## src/rtl/online_otf_converter_if.sv

```systemverilog
// Handshake bundle between the online multiplier output, the signed-digit converter and its consumer.
interface online_otf_converter_if #(
    parameter int NDIG = 10
);
    logic                in_valid;
    logic                in_ready;
    logic [2*NDIG-1:0]   din;
    logic                out_valid;
    logic                out_ready;
    logic [NDIG:0]       dout;
    logic                busy;

    modport master (
        output in_valid, din, out_ready,
        input  in_ready, out_valid, dout, busy
    );

    modport slave (
        input  in_valid, din, out_ready,
        output in_ready, out_valid, dout, busy
    );
endinterface

```

## src/rtl/online_otf_converter.sv

```systemverilog
// MSD-first on-the-fly conversion of a radix-2 signed-digit word {pos,neg} into two's complement.
module online_otf_converter #(
    parameter int NDIG = 10
) (
    input logic                  clk,
    input logic                  rst,
    online_otf_converter_if.slave bus
);

    localparam int CW = (NDIG > 1) ? $clog2(NDIG) : 1;

    typedef enum logic [1:0] {
        IDLE,
        CONV,
        DONE
    } state_t;

    state_t              state;
    logic [2*NDIG-1:0]   shreg;
    logic [NDIG:0]       q;
    logic [NDIG:0]       qm;
    logic [CW-1:0]       cnt;
    logic                out_valid_r;
    logic [NDIG:0]       dout_r;

    logic [1:0]          msd;
    logic [NDIG:0]       q_step;
    logic [NDIG:0]       qm_step;
    logic                in_ready_c;

    assign msd = shreg[2*NDIG-1:2*NDIG-2];

    // Q tracks the value so far, QM = Q-1; a -1 digit borrows by switching to the QM branch.
    always_comb begin
        q_step  = {q[NDIG-1:0], 1'b0};
        qm_step = {qm[NDIG-1:0], 1'b1};
        case (msd)
            2'b10: begin
                q_step  = {q[NDIG-1:0], 1'b1};
                qm_step = {q[NDIG-1:0], 1'b0};
            end
            2'b01: begin
                q_step  = {qm[NDIG-1:0], 1'b1};
                qm_step = {qm[NDIG-1:0], 1'b0};
            end
            default: begin
                q_step  = {q[NDIG-1:0], 1'b0};
                qm_step = {qm[NDIG-1:0], 1'b1};
            end
        endcase
    end

    // A finished result may drain in the same cycle a new word is taken.
    always_comb begin
        in_ready_c = 1'b0;
        case (state)
            IDLE:    in_ready_c = 1'b1;
            DONE:    in_ready_c = bus.out_ready;
            default: in_ready_c = 1'b0;
        endcase
    end

    always_ff @(posedge clk) begin
        if (rst) begin
            state       <= IDLE;
            shreg       <= '0;
            q           <= '0;
            qm          <= '1;
            cnt         <= '0;
            out_valid_r <= 1'b0;
            dout_r      <= '0;
        end else begin
            case (state)
                IDLE: begin
                    if (bus.in_valid) begin
                        shreg <= bus.din;
                        q     <= '0;
                        qm    <= '1;
                        cnt   <= '0;
                        state <= CONV;
                    end
                end
                CONV: begin
                    shreg <= {shreg[2*NDIG-3:0], 2'b00};
                    q     <= q_step;
                    qm    <= qm_step;
                    cnt   <= cnt + 1'b1;
                    if (cnt == CW'(NDIG - 1)) begin
                        dout_r      <= q_step;
                        out_valid_r <= 1'b1;
                        state       <= DONE;
                    end
                end
                DONE: begin
                    if (bus.out_ready) begin
                        out_valid_r <= 1'b0;
                        if (bus.in_valid) begin
                            shreg <= bus.din;
                            q     <= '0;
                            qm    <= '1;
                            cnt   <= '0;
                            state <= CONV;
                        end else begin
                            state <= IDLE;
                        end
                    end
                end
                default: state <= IDLE;
            endcase
        end
    end

    assign bus.in_ready  = in_ready_c;
    assign bus.out_valid = out_valid_r;
    assign bus.dout      = dout_r;
    assign bus.busy      = (state == CONV);

endmodule

```

## src/flat_wrapper.sv

```systemverilog
// flat-port wrapper written by rule: the top's interface ports become plain ports
module online_otf_converter_flat 
#(
    parameter int NDIG = 10
)
  (clk, rst, bus_in_valid, bus_din, bus_out_ready, bus_in_ready, bus_out_valid, bus_dout, bus_busy);
  online_otf_converter_if #(.NDIG(NDIG)) bus_i ();
  input logic clk;
  input logic rst;
  input wire logic [$bits(bus_i.in_valid)-1:0] bus_in_valid;
  input wire logic [$bits(bus_i.din)-1:0] bus_din;
  input wire logic [$bits(bus_i.out_ready)-1:0] bus_out_ready;
  output wire logic [$bits(bus_i.in_ready)-1:0] bus_in_ready;
  output wire logic [$bits(bus_i.out_valid)-1:0] bus_out_valid;
  output wire logic [$bits(bus_i.dout)-1:0] bus_dout;
  output wire logic [$bits(bus_i.busy)-1:0] bus_busy;
  assign bus_i.in_valid = bus_in_valid;
  assign bus_i.din = bus_din;
  assign bus_i.out_ready = bus_out_ready;
  assign bus_in_ready = bus_i.in_ready;
  assign bus_out_valid = bus_i.out_valid;
  assign bus_dout = bus_i.dout;
  assign bus_busy = bus_i.busy;
  online_otf_converter #(.NDIG(NDIG)) u_core (.clk(clk), .rst(rst), .bus(bus_i));
endmodule
```

## config.mk

```make
export PLATFORM = sky130hd
export DESIGN_NAME = online_otf_converter_flat
export DESIGN_NICKNAME = d
export VERILOG_FILES = /design/src/rtl/online_otf_converter_if.sv /design/src/rtl/online_otf_converter.sv /design/src/flat_wrapper.sv
export SDC_FILE = /design/constraint.sdc
export NUM_CORES = 1
export LEC_CHECK = 0
export ABC_AREA = 1
export CELL_PAD_IN_SITES_DETAIL_PLACEMENT = 1
export CELL_PAD_IN_SITES_GLOBAL_PLACEMENT = 1
export CORE_UTILIZATION = 30
export CTS_CLUSTER_DIAMETER = 120
export CTS_CLUSTER_SIZE = 12
export DETAILED_ROUTE_END_ITERATION = 16
export PLACE_DENSITY = 0.65
export SLEW_MARGIN = 10
export SYNTH_ARGS = -nofsm -noshare
export SYNTH_HDL_FRONTEND = slang
export SYNTH_SLANG_ARGS = --single-unit
```

## constraint.sdc

```tcl
create_clock -name clk -period 1.7 [get_ports clk]
set_input_delay 0.34 -clock clk [delete_from_list [all_inputs] [get_ports clk]]
set_output_delay 0.34 -clock clk [all_outputs]
set_load 0.005 [all_outputs]
```

* After elaboration in Yosys (flattened, before gate mapping)
Index checks and enable logic that the tools add are counted.
** Operators by class
- $add $sub $neg :: 1
- Eq/ne operators :: 8
- Mux-type cells :: 23
- Reductions and logical operators :: 7
** Operators with widths (number)
- 11-bit one-hot mux with 3 select lines :: 2
- 20-bit one-hot mux with 3 select lines :: 1
- 11-bit 2-to-1 mux :: 4
- 11-bit one-hot mux with 2 select lines :: 2
- 20-bit 2-to-1 mux :: 2
- 4-bit one-hot mux with 3 select lines :: 1
- 4-bit 2-to-1 mux :: 2
- 2-bit 2-to-1 mux :: 3
- 2-bit one-hot mux with 3 select lines :: 1
- 3-bit AND reduction :: 2
- 4-bit by 1-bit adder with 4-bit output, second input constant :: 1
- 2-bit by 1-bit == test with 1-bit output, second input constant :: 2
- 2-bit == test, second input constant :: 2
- 4-bit == test, second input constant :: 1
- 2-bit != test, second input constant :: 2
- 1-bit one-hot mux with 2 select lines :: 2
- 2-bit AND reduction :: 2
- 1-bit 2-to-1 mux :: 3
- 3-bit nonzero test :: 1
- 2-bit logical NOT :: 1
- 2-bit by 1-bit != test with 1-bit output, second input constant :: 1
- 2-bit nonzero test :: 1
** Storage, ports and cells
- Bits in registers :: 60
- Bits of input ports :: 24
- Output and inout port bits :: 14
- Logic and storage cells :: 46

* Longest topological paths before layout
Gate-level depths: netlist of run 1.
- Depth in word-level cells :: 3
- Depth in mapped cells :: 9
- Depth with buffers taken out :: 8

* Worst setup path before layout of run 1
OpenSTA, ideal clock, no wires.
- Kind :: reg2reg
- Start :: reg u_core.shreg[18]
- End :: reg u_core.qm[1]
- Setup time :: 126 ps
- Arrival time :: 1275 ps
- Required time :: 1574 ps
- Setup slack :: 299 ps
- Cell stages (with the launch flop) :: 9
- Buffers on the path :: 2
- Clock period less this slack :: 1401 ps
- Cells stage by stage :: dfxtp_1 -> inv_1 -> ha_1 -> buf_2 -> buf_2 -> a21oi_1 -> nand2_1 -> o21ai_1 -> nand2_1
** On the way
- Word-level cells in the longest chain between the ends :: 3
- Elaborated cells on any way between the ends :: 4
- Those cells by class :: 2 x eq/ne; 2 x mux
** Ends and longest elaborated chain
- start, declared :: line online_otf_converter.sv:19 : logic [2*NDIG-1:0] shreg;
- start signal, assigned :: line online_otf_converter.sv:76 : shreg <= bus.din;
- start signal, assigned :: line online_otf_converter.sv:84 : shreg <= {shreg[2*NDIG-3:0], 2'b00};
- start signal, assigned :: line online_otf_converter.sv:98 : shreg <= bus.din;
- 2-bit by 1-bit == test with 1-bit output or 2-bit == test (tied branches) :: line online_otf_converter.sv:37 : case (msd)
- 11-bit one-hot mux with 2 select lines (*) :: line online_otf_converter.sv:37
- 11-bit one-hot mux with 3 select lines (*) :: line online_otf_converter.sv:73 : case (state)
- end signal, assigned :: line online_otf_converter.sv:86 : qm <= qm_step;
- end, declared :: line online_otf_converter.sv:21 : logic [NDIG:0] qm;
Mark *: on every way between the ends. The rest lies on a longest branch, timed or not.
A chain may end at the register's enable or synchronous reset.

* Worst setup path in the final report of run 1
- Start :: in bus_out_ready
- End :: out bus_in_ready
** On the way
- Word-level cells in the longest chain between the ends :: 1
** Ends and longest elaborated chain
- start, declared :: line flat_wrapper.sv:12 : input wire logic [$bits(bus_i.out_ready)-1:0] bus_out_ready;
- 1-bit one-hot mux with 2 select lines :: line online_otf_converter.sv:56 : case (state)
- end, declared :: line flat_wrapper.sv:13 : output wire logic [$bits(bus_i.in_ready)-1:0] bus_in_ready;
No other way between the ends.

==> results of run 1 <==
layout by cell type, fill, tap and decap left out:
master,count
a21oi_1,46
a21oi_2,1
a21oi_4,1
buf_12,5
buf_4,14
bufinv_16,2
clkbuf_1,1
clkbuf_8,10
clkdlybuf4s50_1,35
clkinv_2,2
clkinvlp_4,1
dfxtp_1,57
dfxtp_4,1
dlygate4sd2_1,2
ha_1,4
inv_1,12
inv_2,2
nand2_1,193
nand2_2,5
nand2_4,1
nand3_1,9
nand4_1,1
nor2_1,23
nor2_2,1
nor2_4,1
o21ai_0,14
o21ai_1,9
or2_2,2
registers in the layout, summed over array words and instances (netlist names):
name	count
u_core.shreg	20
u_core.bus.dout	11
u_core.q	10
u_core.qm	10
u_core.cnt	4
u_core.state	2
u_core.bus.out_valid	1
layout make-up:
class / instances / share of cell area, %
clock inverter: 5 / 2.217
inverter: 14 / 1.502
clock buffer: 11 / 4.040
multi-input combinational: 311 / 38.72
tap: 108 / 3.861
timing repair buffer: 56 / 16.37
sequential: 58 / 33.29
power by group through the flow:
stage	combinational (mW)	clock (mW)	sequential [mW]
6_report	0.488	1.43	1.45
5_1_grt	0.552	1.53	1.46
4_1_cts	0.498	1.48	1.45
3_5_place_dp	0.491	0	1.48
3_3_place_gp	0.482	0	1.48
2_1_floorplan	0.302	0	1.47
metal layers:
layer | up-vias | global-route usage (%) | share of wire [%]
met5 | - | 0 | 0
met4 | 0 | 6.335 | 1.1
met3 | 9 | 2.950 | 2.2
met2 | 34 | 30.88 | 49
met1 | 1275 | 19.54 | 48
li1 | 1364 | - | -
worst reg2reg max path: stages, from the launching register on:
cell	delay, ns
dfxtp_1	0.40
ha_1	0.18
nand3_1	0.14
nor2_2	0.40
o21ai_0	0.15
nor2_1	0.10
what timing repair did:
item                                    CTS  global route
pin swaps                                 2             0
endpoints found under the setup margin    2            11
resized for setup                         5             1
hold buffers                              0             0
setup buffers                             2             0
cells by family (layout without fill, tap and decap cells):
| family | Yosys count | after routing | share of synthesized area (%) |
|---|---|---|---|
| buf+inv | 38 | 86 | 7.727 |
| flops | 58 | 58 | 42.69 |
| fa+ha+maj | 4 | 4 | 1.840 |
| compound gates | 71 | 71 | 13.48 |
| simple gates | 236 | 236 | 34.27 |
worst max path at each step:
stage	depth (start not counted)	from	slack, ns	to
global route	4	bus_out_ready	0.006	bus_in_ready
finish	4	bus_out_ready	0.08	bus_in_ready
CTS	5	u_core.cnt[0]	0.004	u_core.bus.dout[9]
floorplan	8	u_core.shreg[18]	0.30	u_core.qm[1]
global placement	4	bus_out_ready	-0.29	bus_in_ready
detailed placement	4	bus_out_ready	-0.36	bus_in_ready
stage by stage:
| step | std cells | utilization, % | hold WS, ns | cell area (um^2) |
|---|---|---|---|---|
| after floorplan | 407 | - | 0.4342 | 2720 |
| after global placement | 545 | 37.18 | 0.4504 | 3258 |
| after detailed placement | 545 | 37.18 | 0.4580 | 3258 |
| after CTS | 563 | 39.91 | 0.4697 | 3497 |
| after global routing | 563 | 39.93 | 0.4957 | 3500 |
| final | 563 | 39.93 | 0.4641 | 3500 |
==> results.json, run 1 <==
{
  "outcome": "finished clean",
  "ys_seq_area_share_pct": 42.69,
  "portBuffers": 37,
  "syn_inst": 407,
  "yosysTopAreaCellShare_pct": 42.69,
  "min_path_type": "reg -> reg",
  "fin_setup_tns_ns": 0,
  "wl_per_cell_um": 13.25,
  "total_leakage_power_nw": 1.515,
  "antenna_found_initial": 0,
  "die_area_um2": 9452,
  "grt_max_degree": 38,
  "powerDensity_nw_per_um2": 962.8,
  "tightest_slew_ns": 0.4629,
  "wirelength_um": 7461,
  "post-route-drc-count": 0,
  "grt_usage_pct": 16.89,
  "syn-num-nets": 435,
  "clock-sinks": 58,
  "htreeDepth": 3,
  "worst_slack_ns": 0.07676,
  "ys_ff_latch": 58,
  "via_count": 2682,
  "drive_gt1_share_pct": 10.77,
  "io_pins": 38,
  "diodes": 0,
  "fin_crit_ns": 1.623,
  "num_rows": 34,
  "worstSetupStartpointType": "input pin",
  "synthFlopType": "dfxtp_1",
  "regArea_um2": 1165,
  "ir_drop_mv": 0.3893,
  "grt_pass1_wl_um": 12980,
  "ys_warn_count": 0,
  "cp_slowest_cell": "clkdlybuf4s50_1",
  "filler_cell_count": 1129,
  "worstPathMaxFanout": 2,
  "synthArstFlopShare_pct": 0,
  "antenna_left": 0,
  "final-hold-violation-count": 0,
  "clock.fmax_mhz": 616.1,
  "relSlewSlack_pct": 69.14,
  "rsz0062_at_grt": "no",
  "root_buffer": "clkbuf_8",
  "synth_common_cells": "nand2_1, dfxtp_1, a21oi_1, nor2_1, o21ai_0",
  "setup.worst_path.end_class": "output pin",
  "synthDistinctLibCells": 21,
  "crit_type": "in -> out",
  "r2r_cells": 5,
  "hold_depth": 2,
  "pre_cts_slack_ns": -0.3551,
  "path_cells": "clkdlybuf4s50_1, inv_1, a21oi_2, dlygate4sd2_1",
  "synth_edf_count": 0,
  "cts_buffer_depth": 2,
  "critical_path.top_delay_family": "buffers and inverters",
  "holdPathEnd": "u_core.shreg[17]",
  "firstDrtPassIters": 4,
  "pwr-share-comb_pct": 14.5,
  "max_stage_delay_ns": 0.48,
  "synth_most_common_cell": "nand2_1",
  "finalPower_mw": 3.369,
  "area_delta_synth_final_pct": 28.66,
  "synth_area_per_cell_um2": 6.683,
  "cp_num_buf_inv": 3,
  "intPower_mw": 2.486,
  "die-height_um": 97.22,
  "grt_pass1_vias": 2814,
  "switching_share_pct": 26.20,
  "setup_viol": 0,
  "fin_crit_sh_pct": 95.48,
  "drt_iter0_markers": 55,
  "reg2reg_from": "u_core.cnt[0]",
  "drv_cap": 0,
  "clock_power_share_pct": 42.4,
  "clkTransAtPathRegs_ns": 0.07,
  "overflow": 0,
  "seqPwrFrac_pct": 43.2,
  "die_x_um": 97.22,
  "crit_required_ns": 1.36,
  "place.gp.congestion": 0.7262,
  "start_util_pct": 31.04,
  "rrSetupSlack_ns": 0.26,
  "viasPerCell": 4.764,
  "tritoncts": "built",
  "nNetsFinal": 478,
  "switching_power_mw": 0.8829,
  "multi_input_area_um2": 1355,
  "clk_latency_ns": 0.33,
  "reg2reg_to": "u_core.bus.dout[9]",
  "numCtsBuffers": 9,
  "ys_top_cells_by_area": "dfxtp_1, nand2_1, a21oi_1",
  "finalClockSkew_ns": 0.008093,
  "hold_start": "u_core.shreg[17]",
  "drv_slew": 0,
  "coreArea_um2": 8763,
  "dp_hpwl_um": 4933,
  "syn-cell-area_um2": 2720,
  "arrival_ns": 1.28,
  "synth_top_cell_by_area": "dfxtp_1"
}
Power figures use the tool's default switching activity.
==> run 2: changes to the inputs <==
--- a/config.mk
+++ b/config.mk
@@ -8,11 +8,12 @@
 export ABC_AREA = 1
 export CELL_PAD_IN_SITES_DETAIL_PLACEMENT = 1
 export CELL_PAD_IN_SITES_GLOBAL_PLACEMENT = 1
+export CORE_MARGIN = 2
 export CORE_UTILIZATION = 30
 export CTS_CLUSTER_DIAMETER = 120
 export CTS_CLUSTER_SIZE = 12
 export DETAILED_ROUTE_END_ITERATION = 16
-export PLACE_DENSITY = 0.65
+export PLACE_DENSITY = 0.61
 export SLEW_MARGIN = 10
 export SYNTH_ARGS = -nofsm -noshare
 export SYNTH_HDL_FRONTEND = slang
==> constraint.sdc (replaced) <==
create_clock -name clk -period 1.8 [get_ports clk]
set_input_delay 0.36 -clock clk [delete_from_list [all_inputs] [get_ports clk]]
set_output_delay 0.36 -clock clk [all_outputs]
set_load 0.005 [all_outputs]
==> run 2 against run 1 <==
Final area barely moved; non-clock buffer count fell by 2; clock skew rose by 0.00084 ns; largest cell class unchanged; sequential cell count did not move; die area rose by 4.2%; combinational power fell by 9.6%; global-route usage fell by 0.67 points; setup slack improved by 0.061 ns; critical endpoint unchanged; sequential power fell by 6%; cell count fell by 0.36%.
==> results.json, run 2 (synthesis gave the netlist of run 1 again) <==
{
  "grt_max_degree": 38,
  "die-height_um": 99.22,
  "die_x_um": 99.22,
  "viasPerCell": 4.765,
  "final_area_um2": 3497,
  "grt_usage_pct": 16.22,
  "filler_cell_count": 1143,
  "rsz0062_at_grt": "no",
  "crit_required_ns": 1.44,
  "setup_viol": 0,
  "io_pins": 38,
  "final_util_pct": 39.91,
  "worstPathMaxFanout": 2,
  "total_leakage_power_nw": 1.511,
  "grt_pass1_wl_um": 13050,
  "post-route-drc-count": 0,
  "finalClockSkew_ns": 0.008934,
  "via_count": 2673,
  "clkTransAtPathRegs_ns": 0.07,
  "diodes": 0,
  "overflow": 0,
  "start_util_pct": 31.04,
  "crit_type": "in -> out",
  "numCtsBuffers": 9,
  "drt_iter0_markers": 66,
  "largest_register": "u_core.shreg",
  "antenna_found_initial": 0,
  "arrival_ns": 1.30,
  "die_area_um2": 9845,
  "rrSetupSlack_ns": 0.26,
  "postCtsHoldBufs": 0,
  "ir_drop_mv": 0.3420,
  "regArea_um2": 1162,
  "layout_commonest_cell": "nand2_1",
  "dp_hpwl_um": 4843,
  "clock-sinks": 58,
  "num_rows": 34,
  "htreeDepth": 3,
  "antenna_left": 0,
  "root_buffer": "clkbuf_8",
  "tritoncts": "built",
  "outcome": "finished clean",
  "drv_slew": 0,
  "setup.worst_path.end_class": "output pin",
  "fin_crit_ns": 1.662,
  "grt_pass1_vias": 2846,
  "relSlewSlack_pct": 69.78,
  "fin_crit_sh_pct": 92.32,
  "wirelength_um": 7178,
  "tightest_slew_ns": 0.4528,
  "coreArea_um2": 8763,
  "place.gp.congestion": 0.7465,
  "wl_per_cell_um": 12.80,
  "drv_cap": 0,
  "firstDrtPassIters": 4,
  "largest_register_ffs": 20,
  "powerDensity_nw_per_um2": 933.7,
  "min_path_type": "reg -> reg",
  "final_cell_mix": "nand2_1, dfxtp_1, a21oi_1",
  "area_delta_synth_final_pct": 28.56,
  "final-hold-violation-count": 0,
  "fin_setup_tns_ns": 0,
  "portBuffers": 37,
  "post_dp_cell_area_um2": 3251,
  "worstSetupStartpointType": "input pin",
  "drive_gt1_share_pct": 10.15,
  "multi_input_area_um2": 1355,
  "nNetsFinal": 476,
  "cts_buffer_depth": 2,
  "clock.fmax_mhz": 601.8,
  "clk_latency_ns": 0.33
}
[run 2: cell types whose count changed in the layout (fill, tap and decap cells not counted)]
| cell | previous run | this run |
|---|---|---|
| buf_4 | 14 | 12 |
| bufinv_16 | 2 | 3 |
| clkbuf_1 | 1 | 2 |
| clkbuf_8 | 10 | 9 |
| clkinv_2 | 2 | 1 |
| dfxtp_2 | 0 | 1 |
| dfxtp_4 | 1 | 0 |
[run 2: repair_timing]
action	in CTS	in global routing
setup buffers	1	0
resized for setup	4	1
endpoints found under the setup margin	2	11
pin swaps	1	0
cloned	0	0
[run 2: critical path, stage by stage]
cell,delay [ns]
clkdlybuf4s50_1,0.47
inv_1,0.06
a21oi_2,0.15
dlygate4sd2_1,0.25
[run 2: power breakdown]
group          switching (mW)  total, mW  internal, mW
clock                   0.532       1.45         0.919
sequential             0.0359       1.37          1.34
combinational           0.255      0.441         0.186
total                   0.823       3.27          2.44
[run 2: through the flow]
step | cells | setup slack (ns) | power, mW | hold WS [ns]
global placement | 544 | -0.2316 | 1.846 | 0.4529
finish | 561 | 0.1383 | 3.265 | 0.4650
floorplan | 407 | 0.3993 | 1.678 | 0.4342
detailed placement | 544 | -0.2723 | 1.852 | 0.4584
global route | 561 | 0.03190 | 3.429 | 0.4874
CTS | 561 | 0.1044 | 3.322 | 0.4687
[run 2: per-layer routing]
layer  GRT usage [%]  routed length, um
met4           6.639                155
met5               0                  0
met1           19.60               3346
met3           2.530                194
met2           28.64               3483
[run 2: path summary, 6_finish.rpt]
path                                       start                 end  cells after the start
worst max-delay path               bus_out_ready        bus_in_ready                      4
worst min-delay path            u_core.shreg[11]    u_core.shreg[11]                      2
worst max register to register  u_core.shreg[18]  u_core.bus.dout[1]                      7
worst min register to register  u_core.shreg[11]    u_core.shreg[11]                      2
[run 2: final cells by class]
class | instances | area share (%)
flip-flops and latches | 58 | 33.24
inverters | 14 | 1.503
multi-input cells | 311 | 38.75
clock buffers | 11 | 3.757
well taps | 108 | 3.864
repair buffers | 54 | 15.96
clock inverters | 5 | 2.934
